==> src/rtl/vfifo_sc_ctrl.sv <==
// rtl/vfifo_sc_ctrl.sv - single-clock FIFO controller for an external dual-port RAM (optional error flags: VFIFO_SC_CTRL_ERR_FLAGS_EN)
module vfifo_sc_ctrl #(
  parameter int DATA_WIDTH = 32,
  parameter int ADDR_WIDTH = 8
) (
  input  logic                  clk,
  input  logic                  rst,
  input  logic                  wr_en,
  input  logic [DATA_WIDTH-1:0] wr_data,
  output logic                  full,
  input  logic                  rd_en,
  output logic [DATA_WIDTH-1:0] rd_data,
  output logic                  rd_valid,
  output logic                  empty,
  output logic [ADDR_WIDTH:0]   count,
  output logic [DATA_WIDTH-1:0] ram_d_a,
  output logic [ADDR_WIDTH-1:0] ram_adr_a,
  output logic                  ram_we_a,
  output logic [ADDR_WIDTH-1:0] ram_adr_b,
  input  logic [DATA_WIDTH-1:0] ram_q_b,
  output logic                  overflow,
  output logic                  underflow,
  input  logic                  clr_err
);

  // Pointers carry one extra wrap bit so full and empty are distinguishable.
  localparam logic [ADDR_WIDTH:0] DEPTH_C = {1'b1, {ADDR_WIDTH{1'b0}}};

  logic [ADDR_WIDTH:0] wr_ptr_q, wr_ptr_d;
  logic [ADDR_WIDTH:0] rd_ptr_q, rd_ptr_d;
  logic                rd_valid_q, rd_valid_d;
  logic                wr_acc, rd_acc;

  // Fill level and flags come only from registered pointers.
  always_comb begin
    count = wr_ptr_q - rd_ptr_q;
    empty = (count == '0);
    full  = (count == DEPTH_C);
  end

  // Access acceptance and RAM port drive; dropped accesses never reach the RAM.
  always_comb begin
    wr_acc    = wr_en & ~full;
    rd_acc    = rd_en & ~empty;
    ram_we_a  = wr_acc;
    ram_adr_a = wr_ptr_q[ADDR_WIDTH-1:0];
    ram_d_a   = wr_data;
    ram_adr_b = rd_ptr_q[ADDR_WIDTH-1:0];
    rd_data   = ram_q_b;
    rd_valid  = rd_valid_q;
  end

  // Next-state for pointers and the read strobe (RAM read latency is one cycle).
  always_comb begin
    wr_ptr_d   = wr_ptr_q + {{ADDR_WIDTH{1'b0}}, wr_acc};
    rd_ptr_d   = rd_ptr_q + {{ADDR_WIDTH{1'b0}}, rd_acc};
    rd_valid_d = rd_acc;
  end

  // Pointer and strobe registers.
  always_ff @(posedge clk or posedge rst) begin
    if (rst) begin
      wr_ptr_q   <= '0;
      rd_ptr_q   <= '0;
      rd_valid_q <= 1'b0;
    end else begin
      wr_ptr_q   <= wr_ptr_d;
      rd_ptr_q   <= rd_ptr_d;
      rd_valid_q <= rd_valid_d;
    end
  end

`ifdef VFIFO_SC_CTRL_ERR_FLAGS_EN
  logic overflow_q, overflow_d;
  logic underflow_q, underflow_d;

  // Sticky error flags; a clear in the same cycle as a new error wins.
  always_comb begin
    overflow_d  = overflow_q | (wr_en & full);
    underflow_d = underflow_q | (rd_en & empty);
    if (clr_err) begin
      overflow_d  = 1'b0;
      underflow_d = 1'b0;
    end
  end

  // Error flag registers.
  always_ff @(posedge clk or posedge rst) begin
    if (rst) begin
      overflow_q  <= 1'b0;
      underflow_q <= 1'b0;
    end else begin
      overflow_q  <= overflow_d;
      underflow_q <= underflow_d;
    end
  end

  assign overflow  = overflow_q;
  assign underflow = underflow_q;
`else
  logic unused_clr_err;

  assign unused_clr_err = clr_err;
  assign overflow       = 1'b0;
  assign underflow      = 1'b0;
`endif

endmodule

==> config.mk <==
export PLATFORM = sky130hd
export DESIGN_NAME = vfifo_sc_ctrl
export DESIGN_NICKNAME = d
export VERILOG_FILES = /design/src/rtl/vfifo_sc_ctrl.sv
export SDC_FILE = /design/constraint.sdc
export NUM_CORES = 1
export LEC_CHECK = 0
export ABC_CLOCK_PERIOD_IN_PS = 3200
export CAP_MARGIN = 15
export CELL_PAD_IN_SITES_DETAIL_PLACEMENT = 0
export CELL_PAD_IN_SITES_GLOBAL_PLACEMENT = 1
export CORE_UTILIZATION = 18
export CTS_CLUSTER_DIAMETER = 50
export DETAILED_ROUTE_END_ITERATION = 16
export GPL_ROUTABILITY_DRIVEN = 1
export HOLD_SLACK_MARGIN = 0.12
export PLACE_DENSITY = 0.84
export SLEW_MARGIN = 10
export SYNTH_ARGS = -nofsm -noshare
export SYNTH_HDL_FRONTEND = slang
export SYNTH_SLANG_ARGS = --single-unit
==> constraint.sdc <==
create_clock -name clk -period 3.2 [get_ports clk]
set_clock_uncertainty 0.2 [all_clocks]
set_input_delay 0.64 -clock clk [delete_from_list [all_inputs] [get_ports clk]]
set_output_delay 0.64 -clock clk [all_outputs]
set_load 0.01 [all_outputs]
==> results.ini <==
[worst_hold_path]
min_from = wr_ptr_q[8]$_DFF_PP0_
hp-class = reg -> reg

[critical_path]
crit_fanout = 2
worstPathCellList = inv_1 > ha_2 > fa_2 > nand2b_4 > a21oi_4 > xor2_2 > or4_4 > or3_4 > nor3_4 > buf_2
critPathKind = reg -> out
slowest_delay_ns = 0.45
critPathLaunch = wr_ptr_q[0]$_DFF_PP0_
crit_arrival_ns = 2.71
crit_slowest_cell = or4_4
cpLargestDelayFamily = simple AND/OR/NAND/NOR gates
r2r-start = wr_ptr_q[0]$_DFF_PP0_
crit_buf_inv = 2
startpoint_type = flop
cp.required_ns = 2.36
endpoint_kind = output pin

[clock_network]
cts_hold_buf = 0
cts_max_level = 1
root_buffer = clkbuf_8
cts_buffer_depth = 2
cts.sinks = 19
cts_tree = yes
clock_latency_ns = 0.26
clkSlewWorstSetupHoldPaths_ns = 0.08
cts_made_buffers = 3

[yosys]
seq_area_frac_synth_pct = 26.89
synth_top_area_share_pct = 34.82
syn_area_um2 = 1768
syn_area_per_cell_um2 = 8.974
synth-main-ff-cell = dfrtp_1
ys_seq_elements = 19
yosys-top-cells-area = buf_4 35%, dfrtp_1 27%, ha_1 8.5%
synth_edf_count = 0
async_flop_share_pct = 100.0
synthDistinctLibCells = 28
synth.cells.most_frequent = 82 x buf_4, 19 x dfrtp_1, 16 x xnor2_1, 13 x inv_1, 12 x ha_1
yosys.area.top_type = buf_4
ys_warn_count = 0
synth_cells = 197
yosysMostFrequentCell = buf_4

[status]
violations = negative setup slack
status = complete, but fails checks

[detailed_routing]
wl_um = 4108
vias = 1217
drcViolationCount = 0
drtIter0Drc = 25
wire_per_inst_um = 12.19
vias_per_cell = 3.611
firstDrtPassIters = 4
detail-route-antenna-nets = 0

[timing]
fin_crit_ns = 3.551
rsz0062_at_grt = yes
slew_headroom_pct = 49.96
max_freq_mhz = 281.6
worst_slack_ns = -0.3512
hold_ws_ns = 0.3012
period_share_pct = 111.0
slew_viol_final = 0
setup_viol = 13
worstMarginPinSlew_ns = 0.7498
hold_viol_final = 0

[pwr]
vdd_ir_drop_max_uv = 1183
p_leak_nw = 1.079
powerDensity_nw_per_um2 = 1433
power_w = 0.003452

[grt]
first_global_vias = 1332
grt_max_degree = 20
grt_pass1_wl_um = 6548
antenna_found_initial = 0
grt-ovfl-total = 0
grtUsageTotal_pct = 8.354

[floorplanning]
die_y_um = 101.1
rows = 35
design.core.area_um2 = 9371
start_util_pct = 18.87
io_pins = 164
dieArea_um2 = 10220
fp.dieW_um = 101.1

[place]
io_buffers = 32
gp_congestion = 0.8133
dp_hpwl_um = 3078
placed_area_um2 = 2029
pre_cts_slack_ns = -0.5922

[finish]
nets = 291
drive_gt1_share_pct = 50.96
fillCellCount = 1005
final_area_um2 = 2409
area_delta_synth_final_pct = 36.23
antenna_cells = 0

[run]
cap_violations = 0

-- layer usage --
layer | up-vias | wire (µm) | track usage [%] | part of all wire (%)
met2 | 44 | 1969 | 14.02 | 48
met3 | 10 | 318 | 2.566 | 7.7
met1 | 587 | 1770 | 10.15 | 43
met5 | - | 0 | 0 | 0
li1 | 576 | - | - | -
met4 | 0 | 48 | 2.787 | 1.2
-- power by group --
group	total, W	internal (W)	switching [W]
Clock	0.000175	0.0000868	0.0000882
Sequential	0.000403	0.000335	0.0000675
Combinational	0.00287	0.00162	0.00125
-- final timing paths --
path	endpoint	slack (ns)	cells past startpoint
max	empty	-0.35	10
min	wr_ptr_q[8]$_DFF_PP0_	0.30	1
max reg2reg	rd_ptr_q[8]$_DFF_PP0_	-0.26	15
min reg2reg	wr_ptr_q[8]$_DFF_PP0_	0.30	1
max in group asynchronous	rd_valid$_DFF_PP0_	1.70	2
min in group asynchronous	wr_ptr_q[8]$_DFF_PP0_	0.63	2
-- flip-flops by register name (all words and copies together) (netlist names) --
name      count
wr_ptr_q      9
rd_valid      1
rd_ptr_q      9
-- final cells by class --
cell class	count	area (µm²)	share of cell area [%]
inverters	13	48.80	2.026
repair buffers	88	749.5	31.12
multi-input cells	84	927.1	38.49
clock buffers	3	41.29	1.714
well taps	129	161.4	6.701
clock inverters	1	5.005	0.2078
flip-flops and latches	19	475.5	19.74
-- worst reg2reg max path, delay by kind of cell, from the launching register on --
family | cells | cell delay, ns
compound gates | 2 | 0.51
xor+xnor | 2 | 0.20
fa+ha+maj | 4 | 0.87
buf+inv | 1 | 0.05
flops | 1 | 0.35
simple gates | 6 | 1.21
-- stage by stage --
| step | instances | setup TNS, ns | utilization, % |
|---|---|---|---|
| after floorplan | 198 | -0.7905 | - |
| after global placement | 321 | -4.052 | 21.66 |
| after detailed placement | 321 | -5.320 | 21.66 |
| after CTS | 334 | -2.424 | 24.77 |
| after global routing | 337 | -4.559 | 25.70 |
| final | 337 | -2.645 | 25.70 |
-- placed cells by master, fill, tap and decap left out, types with 2 or more instances in the layout --
master and instances:
ha_1 5, a21o_1 2, conb_1 2, buf_4 49, buf_6 8, ha_4 6
nand4_1 3, a21oi_1 4, clkdlybuf4s50_1 24, nand3_2 5, xnor2_2 5, nand2_1 4
and2_1 2, inv_1 12, a211oi_4 2, buf_2 3, dfrtp_1 19, xnor2_1 11
nand2_2 2, nor2_1 3, clkbuf_8 3, clkdlybuf4s15_2 2, xor2_1 4, nor3_4 2
nor2_2 3
-- what timing repair did --
action | CTS | global route
pin swaps | 28 | 26
resized for setup | 59 | 17
setup endpoints to repair | 24 | 23
setup buffers | 10 | 4
endpoints found under the hold margin | 0 | 0
-- cell families after synthesis --
family / share of synthesized area (%)
DFF: 26.89
buffers and inverters: 37.58
other: 0.2121
AOI/OAI and AO/OA: 5.732
xor gates and xnor gates: 10.40
adders and majority gates: 9.625
and+or+nand+nor: 9.554
Power figures use the tool's default switching activity.
